## src/rtl/gpio_serial_loader.sv

```systemverilog
// gpio_serial_loader
// Serially loads NUM_PADS configuration words of CFG_BITS each into a
// daisy-chained pad-control chain. The last pad's word goes out first, MSB
// first within each word. A single serial_load strobe then latches the chain.
//
// Ports
//   clock        : single rising-edge clock
//   resetn       : asynchronous active-low reset
//   xfer         : start request, honoured only when idle and not busy
//   cfg_addr     : pad index whose configuration word is being read
//   cfg_rdata    : configuration word for cfg_addr (combinational read)
//   serial_clock : shift clock to the chain
//   serial_data  : shift data to the chain
//   serial_load  : one-cycle latch strobe after the last bit
//   busy         : transfer in progress
//   done         : one-cycle completion pulse, the cycle after serial_load
module gpio_serial_loader #(
   parameter int NUM_PADS = 38,
   parameter int CFG_BITS = 13,
   localparam int AW = (NUM_PADS > 1) ? $clog2(NUM_PADS) : 1,
   localparam int BW = (CFG_BITS > 1) ? $clog2(CFG_BITS) : 1
) (
   input  logic                clock,
   input  logic                resetn,
   input  logic                xfer,
   output logic [AW-1:0]       cfg_addr,
   input  logic [CFG_BITS-1:0] cfg_rdata,
   output logic                serial_clock,
   output logic                serial_data,
   output logic                serial_load,
   output logic                busy,
   output logic                done
);

   typedef enum logic [1:0] {
      IDLE,
      SHIFT_LO,
      SHIFT_HI,
      LOAD
   } state_t;

   localparam logic [AW-1:0] LAST_PAD = AW'(NUM_PADS - 1);
   localparam logic [BW-1:0] LAST_BIT = BW'(CFG_BITS - 1);

   state_t        state_q, state_d;
   logic [AW-1:0] pad_idx_q, pad_idx_d;
   logic [BW-1:0] bit_idx_q, bit_idx_d;
   logic          serial_clock_q, serial_clock_d;
   logic          serial_data_q, serial_data_d;
   logic          serial_load_q, serial_load_d;
   logic          busy_q, busy_d;
   logic          done_q, done_d;

   // Next-state and registered-output logic.
   // busy follows "state was not IDLE last cycle", which keeps it high through
   // the serial_load cycle and low in the done cycle. Gating the start on
   // !busy_q is what stops a held xfer from restarting during serial_load.
   always_comb begin
      state_d        = state_q;
      pad_idx_d      = pad_idx_q;
      bit_idx_d      = bit_idx_q;
      serial_clock_d = serial_clock_q;
      serial_data_d  = serial_data_q;
      serial_load_d  = 1'b0;
      busy_d         = (state_q != IDLE);
      done_d         = serial_load_q;

      case (state_q)
         IDLE: begin
            if (xfer && !busy_q) begin
               state_d   = SHIFT_LO;
               pad_idx_d = LAST_PAD;
               bit_idx_d = LAST_BIT;
            end
         end
         SHIFT_LO: begin
            // Data is launched a full cycle ahead of the serial_clock rise.
            serial_data_d  = cfg_rdata[bit_idx_q];
            serial_clock_d = 1'b0;
            state_d        = SHIFT_HI;
         end
         SHIFT_HI: begin
            serial_clock_d = 1'b1;
            if (bit_idx_q != '0) begin
               bit_idx_d = bit_idx_q - BW'(1);
               state_d   = SHIFT_LO;
            end else if (pad_idx_q != '0) begin
               pad_idx_d = pad_idx_q - AW'(1);
               bit_idx_d = LAST_BIT;
               state_d   = SHIFT_LO;
            end else begin
               state_d = LOAD;
            end
         end
         LOAD: begin
            serial_clock_d = 1'b0;
            serial_load_d  = 1'b1;
            state_d        = IDLE;
         end
         default: begin
            state_d = IDLE;
         end
      endcase
   end

   // State and output registers; reset aborts any transfer in flight.
   always_ff @(posedge clock or negedge resetn) begin
      if (!resetn) begin
         state_q        <= IDLE;
         pad_idx_q      <= '0;
         bit_idx_q      <= '0;
         serial_clock_q <= 1'b0;
         serial_data_q  <= 1'b0;
         serial_load_q  <= 1'b0;
         busy_q         <= 1'b0;
         done_q         <= 1'b0;
      end else begin
         state_q        <= state_d;
         pad_idx_q      <= pad_idx_d;
         bit_idx_q      <= bit_idx_d;
         serial_clock_q <= serial_clock_d;
         serial_data_q  <= serial_data_d;
         serial_load_q  <= serial_load_d;
         busy_q         <= busy_d;
         done_q         <= done_d;
      end
   end

   // pad_idx always finishes a transfer at 0, so cfg_addr reads 0 when idle.
   assign cfg_addr     = pad_idx_q;
   assign serial_clock = serial_clock_q;
   assign serial_data  = serial_data_q;
   assign serial_load  = serial_load_q;
   assign busy         = busy_q;
   assign done         = done_q;

endmodule
```

## config.mk

```make
export PLATFORM = sky130hd
export DESIGN_NAME = gpio_serial_loader
export DESIGN_NICKNAME = d
export VERILOG_FILES = /design/src/rtl/gpio_serial_loader.sv
export SDC_FILE = /design/constraint.sdc
export NUM_CORES = 1
export LEC_CHECK = 0
export BUFFER_PORTS_ARGS = -buffer_cell sky130_fd_sc_hd__buf_4
export CORE_MARGIN = 8
export CORE_UTILIZATION = 50
export CTS_BUF_LIST = sky130_fd_sc_hd__clkbuf_8
export DETAILED_ROUTE_END_ITERATION = 10
export PLACE_DENSITY = 0.84
export SKIP_LAST_GASP = 1
export SYNTH_ARGS = -nofsm -noshare
export SYNTH_HDL_FRONTEND = slang
export SYNTH_SLANG_ARGS = --single-unit
```

## constraint.sdc

```tcl
create_clock -name clock -period 2.2 [get_ports clock]
set_input_delay 0.44 -clock clock [delete_from_list [all_inputs] [get_ports clock]]
set_output_delay 0.44 -clock clock [all_outputs]
set_load 0.02 [all_outputs]
```

# --- Word-level counts from Yosys, hierarchy flattened ---
# Cells that the tools add are included.
# W data, S select, Z words.
classes:
  n_addsub: 2
  magnitude_cmp: 1
  eq_ne: 7
  muxes: 16
  reduce_logical: 11
op_table:
  columns: ["cell", "n"]
  rows:
  - ["$mux W6", 3]
  - ["$mux W4", 3]
  - ["$pmux W6 S2", 1]
  - ["$pmux W2 S4", 1]
  - ["$pmux W4 S2", 1]
  - ["$mux W2", 3]
  - ["$ne A2 B2 Y1 const B", 3]
  - ["$reduce_bool A2 Y1", 3]
  - ["$reduce_bool A6 Y1", 1]
  - ["$sub A6 B1 Y6 const B", 1]
  - ["$lt A4 B5 Y1 const B", 1]
  - ["$bmux W1 S4", 1]
  - ["$eq A2 B2 Y1 const B", 2]
  - ["$reduce_and A4 Y1", 1]
  - ["$reduce_bool A4 Y1", 1]
  - ["$sub A4 B1 Y4 const B", 1]
  - ["$ne A3 B3 Y1 const B", 1]
  - ["$reduce_and A3 Y1", 1]
  - ["$eq A2 B1 Y1 const B", 1]
  - ["$logic_not A2 Y1", 1]
  - ["$mux W1", 2]
  - ["$pmux W1 S2", 1]
  - ["$reduce_or A2 Y1", 1]
  - ["$logic_and A1 B1 Y1", 1]
  - ["$logic_not A1 Y1", 1]
totals:
  register_bits: 17
  in_bits: 16
  output_inout_bits: 11
  wordCells: 45

# --- Longest topological paths before layout ---
# Gate-level depths: netlist (run 1).
depth:
  depth_word: 4
  depth_mapped: 7
  mapped_depth_nobuf: 6

# --- Worst setup path after synthesis (run 1) ---
# OpenSTA, ideal clock, no wires.
synth_path:
  path_kind: "flip-flop to flip-flop"
  from: "reg pad_idx_q[0] (netlist: cfg_addr[0])"
  to: "reg pad_idx_q[1] (netlist: cfg_addr[1])"
  setup_time_ns: 0.125
  t_arrival_ns: 1.674
  t_required_ns: 2.075
  slack_ns: 0.401
  stages_incl_launch_ff: 7
  n_path_buf: 0
  synth_period_minus_slack_ns: 1.799
  path_cell_list: "dfrtp_1 -> inv_1 -> ha_1 -> nor3b_4 -> nand2_1 -> o311ai_4 -> mux2_4"
synth_between:
  elab_chain_cells: 4
  elab_cells_between_ends: 7
  classes_between: "add/sub: 1; eq/ne: 1; mux: 3; reduce/logical: 2"
synth_rtl:
  columns: ["item", "line_no", "source"]
  rows:
  - ["from (decl)", "46", "logic [AW-1:0] pad_idx_q, pad_idx_d;"]
  - ["from (signal assigned)", "119", "pad_idx_q <= pad_idx_d;"]
  - ["$sub A6 B1 Y6", "88", "pad_idx_d = pad_idx_q - AW'(1);"]
  - ["$mux W6", "87", "end else if (pad_idx_q != '0) begin"]
  - ["$mux W6", "84", "if (bit_idx_q != '0) begin"]
  - ["$pmux W6 S2", "68", "case (state_q)"]
# Several ways; a longest one is shown, not always the timed one. The select of a mux whose other input is x is not followed.
# A chain may end at the register's enable or synchronous reset.

# --- Final worst setup path (run 1) ---
layout_path:
  from: "reg bit_idx_q[1]"
  to: "reg pad_idx_q[1] (netlist: cfg_addr[1])"
layout_between:
  elab_chain_cells: 3
layout_rtl:
  columns: ["item", "line_no", "source"]
  rows:
  - ["from (decl)", "47", "logic [BW-1:0] bit_idx_q, bit_idx_d;"]
  - ["from (signal assigned)", "120", "bit_idx_q <= bit_idx_d;"]
  - ["$reduce_bool A4 Y1", "84", null]
  - ["$ne A2 B2 Y1 (no line)", null, null]
  - ["$reduce_and A4 Y1 (no line)", null, null]
# No other way between the ends.

==> flow_summary_export.csv, run 1 <==
group,metric,value,unit
clocking,cts_tree,"yes",
logic_synthesis,ys_ff_latch,17,
timing,hold_violations,0,
clocking,numCtsBuffers,3,
timing,finalCritPeriodShare,0.879,
placement,place_congestion,0.883,
route,dr.pass1.iters,4,
logic_synthesis,yosysWarnings,0,
timing,finalSetupTns,0,ns
timing,finalSetupViolations,0,
route,drc_errors,0,
logic_synthesis,synth_cells,95,
global_route,track_usage,0.123,
run,drv_cap,0,
placement,dpl.hpwl,1.70,mm
floorplan,core-area,0.00190,mm2
logic_synthesis,syn_area,987,um2
global_route,antenna_found_initial,0,
logic_synthesis,synth.top_cell.area_share,0.431,
timing,skew,0.00483,ns
worst_setup_path,cp.arrival,2.07,ns
final_layout,fin_nets,141,
clocking,clkTransAtPathRegs,0.07,ns
global_route,grt_max_degree,18,
clocking,insertion_delay,0.25,ns
logic_synthesis,synth_top_flop_cell,"dfrtp_1",
final_layout,ff_latch_area,425,um2
floorplan,die_w,60.4,um
final_layout,n_fill_cell,153,
floorplan,io_pins,27,
power_and_ir_drop,peakVddDrop,0.738,mV
worst_setup_path,critPathKind,"reg -> reg",
route,detailroute.via_count,799,
final_layout,area_delta_synth_final,25.5,%
logic_synthesis,yosys-top-cells-count,"dfrtp_1 (17), nor2_1 (11), nand2_1 (8), inv_1 (7), o21ai_0 (6)",
global_route,grt_pass1_wl,3.46,mm
timing,fin_ws,0.265,ns
logic_synthesis,ys_seq_area_frac,0.431,
final_layout,final_layout_size_suffix_gt1_frac,0.352,
timing,period_needed,1.93,ns
floorplan,initial_core_util,0.519,
timing,relSlewSlack,0.710,
floorplan,core.rowCount,16,
timing,tightest_slew,0.430,ns
clocking,cts.sinks,17,
route,finalWirelength,2.15,mm
final_layout,utilization,0.651,
route,wire_per_inst,14.5,um
logic_synthesis,synth-async-reset-ratio,1.00,
timing,fmax,517,MHz
clocking,cts-resized-gates,0,
route,ant_nets,0,
worst_setup_path,r2r_cells,6,
final_layout,multi_input_area,512,um2
timing,whs,0.0339,ns
power_and_ir_drop,totalPowerFinal,0.00158,W
worst_setup_path,r2r_start,"bit_idx_q[1]",
min_path,hold_path_class,"in -> async",
power_and_ir_drop,power_density,1280,mW/mm2
timing,grt_setup_unrepaired,"false",
logic_synthesis,synth_edf_count,0,
timing,slew_viol_final,0,
worst_setup_path,crit_start,"bit_idx_q[1]",
clocking,post-cts-setup-buffer-count,0,
placement,port_buffers,26,
route,first_iter_violations,13,
floorplan,fp.dieH,60.4,um
floorplan,dieArea,0.00365,mm2
worst_setup_path,setup.worst_path.end_class,"flip-flop",
outcome,status,"finished, final reports clean",
logic_synthesis,yosysMostFrequentCell,"dfrtp_1",
global_route,grt_pass1_vias,791,
clocking,cts_buffer_depth,2,
global_route,overflow,0,
logic_synthesis,synthDistinctLibCells,42,
logic_synthesis,yosys.area.top_type,"dfrtp_1",
logic_synthesis,syn_nets,113,
final_layout,n_antenna_cell,0,
clocking,clockRootBuffer,"clkbuf_8",
worst_setup_path,required,2.34,ns
route,via_per_inst,5.36,
placement,place_ws,0.289,ns
worst_setup_path,cp-start-kind,"flip-flop",
power_and_ir_drop,cellLeakagePower,0.565,nW
worst_setup_path,path_max_fanout,8,
logic_synthesis,synthTopCellsByArea,"dfrtp_1 (43%), mux4_2 (4.6%), nor2_1 (4.2%)",
clocking,htreeDepth,1,
logic_synthesis,avgSynthCellArea,10.4,um2
clocking,hold_buffers,0,
-- worst max-delay path: stages, from the launching register on --
cell and delay, ns:
dfrtp_1 0.49, inv_1 0.12, ha_1 0.23, or3b_1 0.40
nand2_2 0.14, o311ai_4 0.13, mux2_4 0.31
-- through the flow --
stage	instances	cell area (um2)
6_report	149	1240
3_3_place_gp	145	1190
4_1_cts	149	1240
3_5_place_dp	145	1190
2_1_floorplan	95	987
5_1_grt	149	1240
-- worst paths after layout --
check / end / slack [ns]
max in group asynchronous: bit_idx_q[0] / 1.97
max: cfg_addr[1] / 0.27
min in group clock: done / 0.38
min: serial_clock / 0.03
min reg2reg: done / 0.38
max reg2reg: cfg_addr[1] / 0.27
-- cell families (layout without fill, tap and decap cells) --
family / after synthesis / in the layout / synth area share
flops: 17 / 17 / 0.431
compound gates: 20 / 20 / 0.165
fa+ha+maj: 2 / 2 / 0.0253
mux: 6 / 6 / 0.0925
simple gates: 40 / 40 / 0.236
buf+inv: 10 / 37 / 0.0507
-- flip-flops by register name (all words and copies together) (netlist names) --
register and flops:
bit_idx_q 4, serial_clock 1, cfg_addr 6, serial_data 1, serial_load 1, state_q 2, busy 1, done 1
-- cells in the final DEF (no fill, tap or decap), drive strengths merged --
master,synthesis,layout
nand3b,1,1
mux2i,2,2
or2b,2,2
or2,1,1
buf,3,26
clkinv,0,1
a21oi,1,1
o2bb2ai,1,1
mux2,2,2
nor3,4,4
a211oi,2,2
nor4,1,1
a211o,1,1
or3b,1,1
mux4,2,2
clkbuf,0,3
o22a,1,1
o21bai,1,1
a31oi,1,1
dfrtp,17,17
nor3b,1,1
and2b,1,1
nor2,11,11
and4,1,1
and2,1,1
nor4b,1,1
nor2b,2,2
nand2,9,9
and3,1,1
or3,1,1
o21ai,6,6
o41ai,1,1
o311ai,1,1
nand3,1,1
inv,7,7
o31ai,4,4
ha,2,2
-- per-layer routing --
layer | part of all wire | vias up | GRT usage
met2 | 0.43 | 29 | 0.203
met4 | 0.015 | 0 | 0.0598
met5 | 0 | - | 0
li1 | - | 392 | -
met3 | 0.098 | 4 | 0.0381
met1 | 0.45 | 374 | 0.142
-- cell type report --
class | instances | share of cell area
sequential | 17 | 0.343
clock inverter | 1 | 0.00404
clock buffer | 3 | 0.0333
multi-input combinational | 68 | 0.413
timing repair buffer | 26 | 0.158
tap | 27 | 0.0273
inverter | 7 | 0.0212
-- where the power goes --
| part | internal, W | switching [W] |
|---|---|---|
| logic | 0.000365 | 0.000403 |
| clock network | 0.000126 | 0.000103 |
| registers | 0.000423 | 0.000164 |
Note: power is estimated with default switching activity, not from simulation.
==> run 2, diff against run 1 <==
--- a/config.mk
+++ b/config.mk
@@ -11,6 +11,7 @@
 export CTS_BUF_LIST = sky130_fd_sc_hd__clkbuf_8
 export DETAILED_ROUTE_END_ITERATION = 10
 export PLACE_DENSITY = 0.84
+export REMOVE_ABC_BUFFERS = 1
 export SKIP_LAST_GASP = 1
 export SYNTH_ARGS = -nofsm -noshare
 export SYNTH_HDL_FRONTEND = slang
==> constraint.sdc (replaced) <==
create_clock -name clock -period 2.2 [get_ports clock]
set_input_delay 0.11 -clock clock [delete_from_list [all_inputs] [get_ports clock]]
set_output_delay 0.11 -clock clock [all_outputs]
set_load 0.02 [all_outputs]
==> run 2 against run 1 <==
  * Sequential share of layout area down 0.28 points
  * Global-route usage rose by 1.6 points
  * Utilization is 0.53 points higher
  * Via count rose by 4.0%
  * Setup slack worse by 0.037 ns
  * Final cell count grew 0.67%
  * Die area unchanged
  * Largest cell class unchanged
  * Highest routed layer unchanged
==> flow_summary_export.csv, run 2 (synthesized netlist as in run 1, its figures left out) <==
group,metric,value,unit
timing,skew,0.00513,ns
floorplan,core.rowCount,16,
worst_setup_path,setup.worst_path.end_class,"flip-flop",
timing,period_needed,1.97,ns
timing,grt_setup_unrepaired,"false",
power_and_ir_drop,p_seq_frac,0.369,
floorplan,initial_core_util,0.519,
clocking,clockRootBuffer,"clkbuf_8",
route,wire_per_inst,15.9,um
worst_setup_path,ff2ff_setup_slack,0.23,ns
floorplan,dieArea,0.00365,mm2
worst_setup_path,crit_slowest_cell,"dfrtp_1",
outcome,status,"finished, final reports clean",
final_layout,most-common-layout-cells,"buf_4 (26), dfrtp_1 (17), nor2_1 (11)",
route,first_iter_violations,28,
power_and_ir_drop,pwr-share-clk,0.146,
route,drc_errors,0,
clocking,cts.sinks,17,
power_and_ir_drop,netSwitchingPower,0.000691,W
floorplan,core-area,0.00190,mm2
min_path,hold_path_class,"in -> async",
worst_setup_path,r2r_start,"bit_idx_q[0]",
global_route,grt_max_degree,18,
power_and_ir_drop,peakVddDrop,0.840,mV
timing,finalSetupViolations,0,
route,ant_nets,0,
power_and_ir_drop,power_density,1290,mW/mm2
floorplan,fp.dieH,60.4,um
floorplan,io_pins,27,
placement,dpl.hpwl,1.81,mm
run,drv_cap,0,
timing,hold_violations,0,
timing,slew_viol_final,0,
route,detailroute.via_count,831,
global_route,grt_pass1_vias,859,
power_and_ir_drop,intPower,0.000915,W
final_layout,area_delta_synth_final,26.5,%
timing,relSlewSlack,0.721,
power_and_ir_drop,pwr-share-comb,0.485,
final_layout,n_antenna_cell,0,
global_route,antenna_found_initial,0,
global_route,overflow,0,
worst_setup_path,r2r_cells,6,
power_and_ir_drop,sw_frac_of_total,0.430,
final_layout,fin_nets,142,
route,via_per_inst,5.54,
worst_setup_path,critPathKind,"reg -> reg",
clocking,cts_tree,"yes",
final_layout,final_common_cell,"buf_4",
final_layout,largest_reg_flops,6,
final_layout,final_layout_size_suffix_gt1_frac,0.350,
floorplan,die_w,60.4,um
worst_setup_path,required,2.33,ns
clocking,clkTransAtPathRegs,0.07,ns
route,dr.pass1.iters,4,
clocking,htreeDepth,1,
worst_setup_path,path_max_fanout,7,
clocking,insertion_delay,0.26,ns
worst_setup_path,path_cells,"inv_1, ha_1, or3b_1, a211o_2, o21ai_0, o31ai_1",
timing,finalSetupTns,0,ns
worst_setup_path,cp.arrival,2.10,ns
worst_setup_path,cp-start-kind,"flip-flop",
timing,finalCritPeriodShare,0.896,
power_and_ir_drop,cellLeakagePower,0.569,nW
placement,port_buffers,26,
timing,tightest_slew,0.414,ns
global_route,track_usage,0.139,
placement,place_congestion,0.896,
power_and_ir_drop,totalPowerFinal,0.00161,W
global_route,grt_pass1_wl,3.78,mm
route,finalWirelength,2.39,mm
worst_setup_path,timing.rr.end,"cfg_addr[2]",
clocking,cts_buffer_depth,2,
clocking,cts-resized-gates,0,
timing,fmax,507,MHz
worst_setup_path,crit_path_max_incr_delay,0.47,ns
clocking,numCtsBuffers,3,
==> run 2: changes by cell type in the layout (fill, tap and decap cells not counted), sizes merged <==
cell	previous run	this run
dlygate4sd3	0	1
==> run 2: through the flow <==
step                      std cells  instance area (um2)  setup WS, ns  hold slack [ns]   util
after global placement          145                 1190         0.349          -0.0164  0.627
after CTS                       150                 1250         0.226            0.253  0.657
after detailed placement        145                 1190         0.226          -0.0118  0.627
after global routing            150                 1250        0.0848            0.278  0.657
final                           150                 1250         0.229            0.251  0.657
after floorplan                  92                  963         0.401           -0.186      -
==> run 2: worst max path at each step <==
stage / start / end / slack (ns) / cells past startpoint
after global placement: bit_idx_q[0] / cfg_addr[1] / 0.35 / 6
after floorplan: cfg_addr[0] / cfg_addr[1] / 0.40 / 6
final: bit_idx_q[0] / cfg_addr[2] / 0.23 / 6
after detailed placement: bit_idx_q[0] / cfg_addr[2] / 0.23 / 6
after CTS: bit_idx_q[0] / cfg_addr[2] / 0.23 / 6
after global routing: bit_idx_q[0] / cfg_addr[2] / 0.08 / 6
==> run 2: worst max-delay path, delay by kind of cell (launching register included) <==
family / cells / cell delay [ns]
buffers and inverters: 1 / 0.14
AO/OA/AOI/OAI: 3 / 0.60
AND/OR/NAND/NOR: 1 / 0.40
flip-flops: 1 / 0.47
adder cells (fa/ha/maj): 1 / 0.24
==> run 2: final cells by class <==
cell class / instances / area [um2]
Inverter: 7 / 26.3
Tap cell: 27 / 33.8
Sequential cell: 17 / 425
Timing Repair Buffer: 27 / 205
Multi-Input combinational cell: 68 / 512
Clock inverter: 1 / 5.00
Clock buffer: 3 / 41.3
Fill cell: 163 / 653
==> run 2: routing by layer <==
metal,vias to the layer above,GRT usage,routed length [um]
met5,-,0,0
li1,395,-,-
met4,0,0.0930,65
met2,35,0.229,1110
met1,394,0.147,951
met3,7,0.0487,261
==> run 2: power groups by stage <==
stage / Sequential [W] / Clock [W] / Combinational [W]
after floorplan: 0.000629 / 0 / 0.000486
after global placement: 0.000582 / 0 / 0.000749
after detailed placement: 0.000593 / 0 / 0.000779
after CTS: 0.000589 / 0.000239 / 0.000785
after global routing: 0.000612 / 0.000249 / 0.000858
final: 0.000592 / 0.000235 / 0.000779
==> run 2: what timing repair did <==
action | 4_1_cts | 5_1_grt
setup buffers | 0 | 0
hold buffers | 1 | 0
setup endpoints to repair | 0 | 0
endpoints found under the hold margin | 17 | 0
==> run 3, diff against run 2 <==
--- a/config.mk
+++ b/config.mk
@@ -9,7 +9,9 @@
 export CORE_MARGIN = 8
 export CORE_UTILIZATION = 50
 export CTS_BUF_LIST = sky130_fd_sc_hd__clkbuf_8
+export CTS_CLUSTER_DIAMETER = 50
 export DETAILED_ROUTE_END_ITERATION = 10
+export MAX_ROUTING_LAYER = met4
 export PLACE_DENSITY = 0.84
 export REMOVE_ABC_BUFFERS = 1
 export SKIP_LAST_GASP = 1
==> run 3 against run 2 <==
  * Register-to-register slack about the same
  * Final cell count unchanged
  * Clock power about the same
  * Highest routed layer unchanged
  * Routed wire length up 0.42%
  * Design area unchanged
  * Sequential power about the same
  * Combinational power about the same
  * Critical path depth unchanged
  * Maximum frequency down 0.59%
  * Clock skew down 0.0025 ns
==> flow_summary_export.csv, run 3 (synthesized netlist as in run 1, its figures left out) <==
group,metric,value,unit
outcome,status,"finished, final reports clean",
global_route,antenna_found_initial,0,
timing,slew_viol_final,0,
floorplan,fp.dieH,60.4,um
worst_setup_path,cp.arrival,2.11,ns
worst_setup_path,path_cells,"inv_1, ha_1, or3b_1, a211o_2, o21ai_0, o31ai_1",
clocking,htreeDepth,1,
worst_setup_path,critPathKind,"reg -> reg",
global_route,grt_pass1_wl,3.80,mm
placement,place_ws,0.226,ns
final_layout,final_layout_size_suffix_gt1_frac,0.350,
global_route,grt_pass1_vias,858,
final_layout,n_antenna_cell,0,
floorplan,io_pins,27,
timing,tightest_slew,0.412,ns
global_route,overflow,0,
final_layout,fin_nets,142,
power_and_ir_drop,peakVddDrop,0.841,mV
timing,finalSetupViolations,0,
route,via_per_inst,5.57,
worst_setup_path,crit_family,"compound AO/OA/AOI/OAI gates",
route,first_iter_violations,28,
worst_setup_path,setup.worst_path.end_class,"flip-flop",
route,dr.pass1.iters,5,
clocking,post-cts-setup-buffer-count,0,
floorplan,die_w,60.4,um
worst_setup_path,ff2ff_setup_slack,0.22,ns
worst_setup_path,crit_slowest_cell,"dfrtp_1",
clocking,insertion_delay,0.26,ns
run,drv_cap,0,
clocking,clockRootBuffer,"clkbuf_8",
worst_setup_path,required,2.33,ns
worst_setup_path,cp-start-kind,"flip-flop",
final_layout,final_common_cell,"buf_4",
power_and_ir_drop,cellLeakagePower,0.569,nW
global_route,track_usage,0.143,
timing,period_needed,1.98,ns
route,wire_per_inst,16.0,um
placement,port_buffers,26,
clocking,cts.sinks,17,
timing,fin_ws,0.217,ns
timing,finalCritPeriodShare,0.901,
route,drc_errors,0,
floorplan,initial_core_util,0.519,
timing,fmax,504,MHz
floorplan,core.rowCount,16,
final_layout,area_delta_synth_final,26.5,%
timing,grt_setup_unrepaired,"false",
placement,dpl.hpwl,1.81,mm
worst_setup_path,crit_path_max_incr_delay,0.47,ns
final_layout,most-common-layout-cells,"buf_4 (26), dfrtp_1 (17), nor2_1 (11)",
global_route,grt_max_degree,18,
timing,hold_violations,0,
power_and_ir_drop,power_density,1290,mW/mm2
timing,relSlewSlack,0.722,
clocking,clkTransAtPathRegs,0.07,ns
clocking,hold_buffers,1,
route,ant_nets,0,
timing,finalSetupTns,0,ns
floorplan,core-area,0.00190,mm2
clocking,cts_tree,"yes",
clocking,cts-resized-gates,0,
placement,place_congestion,0.911,
clocking,numCtsBuffers,3,
worst_setup_path,path_max_fanout,7,
worst_setup_path,crit_buf_inv,1,
clocking,cts_buffer_depth,2,
route,detailroute.via_count,836,
timing,skew,0.00263,ns
route,finalWirelength,2.40,mm
floorplan,dieArea,0.00365,mm2
final_layout,largest_reg_flops,6,
min_path,hold_path_class,"in -> async",
-- run 3: cell counts in the layout (fill, tap and decap cells not counted) --
Identical to the previous run, type by type.
-- run 3: path summary, 6_finish.rpt --
path | to | start | depth (start not counted)
max | cfg_addr[2] | bit_idx_q[0] | 6
min | cfg_addr[5] | resetn | 2
max reg2reg | cfg_addr[2] | bit_idx_q[0] | 6
min reg2reg | done | serial_load | 0
max in group asynchronous | cfg_addr[1] | resetn | 2
min in group clock | done | serial_load | 0
-- run 3: area by class of cell --
type                       instances  area [um2]
clock buffer                       3        41.3
sequential                        17         425
inverter                           7        26.3
clock inverter                     1        5.00
timing repair buffer              27         205
fill                             163         653
multi-input combinational         68         512
tap                               27        33.8
-- run 3: routing by layer --
layer  global-route usage  vias up  wire [um]
met5                    -        -          0
met4               0.0930        0         65
met3               0.0360        7        246
met2                0.227       44       1100
met1                0.157      389        989
li1                     -      396          -
-- run 3: stage by stage --
stage | power, W | std cells | hold slack (ns) | util | area (um2)
final | 0.00161 | 150 | 0.251 | 0.657 | 1250
after global routing | 0.00172 | 150 | 0.278 | 0.657 | 1250
after CTS | 0.00161 | 150 | 0.253 | 0.657 | 1250
after detailed placement | 0.00137 | 145 | -0.0118 | 0.627 | 1190
after global placement | 0.00133 | 145 | -0.0164 | 0.627 | 1190
after floorplan | 0.00111 | 92 | -0.186 | - | 963
-- run 3: report_power, final --
part           internal (W)  switching (W)  total, W
Clock              0.000126       0.000112  0.000238
Combinational      0.000367       0.000414  0.000781
Sequential         0.000423       0.000170  0.000592
Total              0.000916       0.000695   0.00161
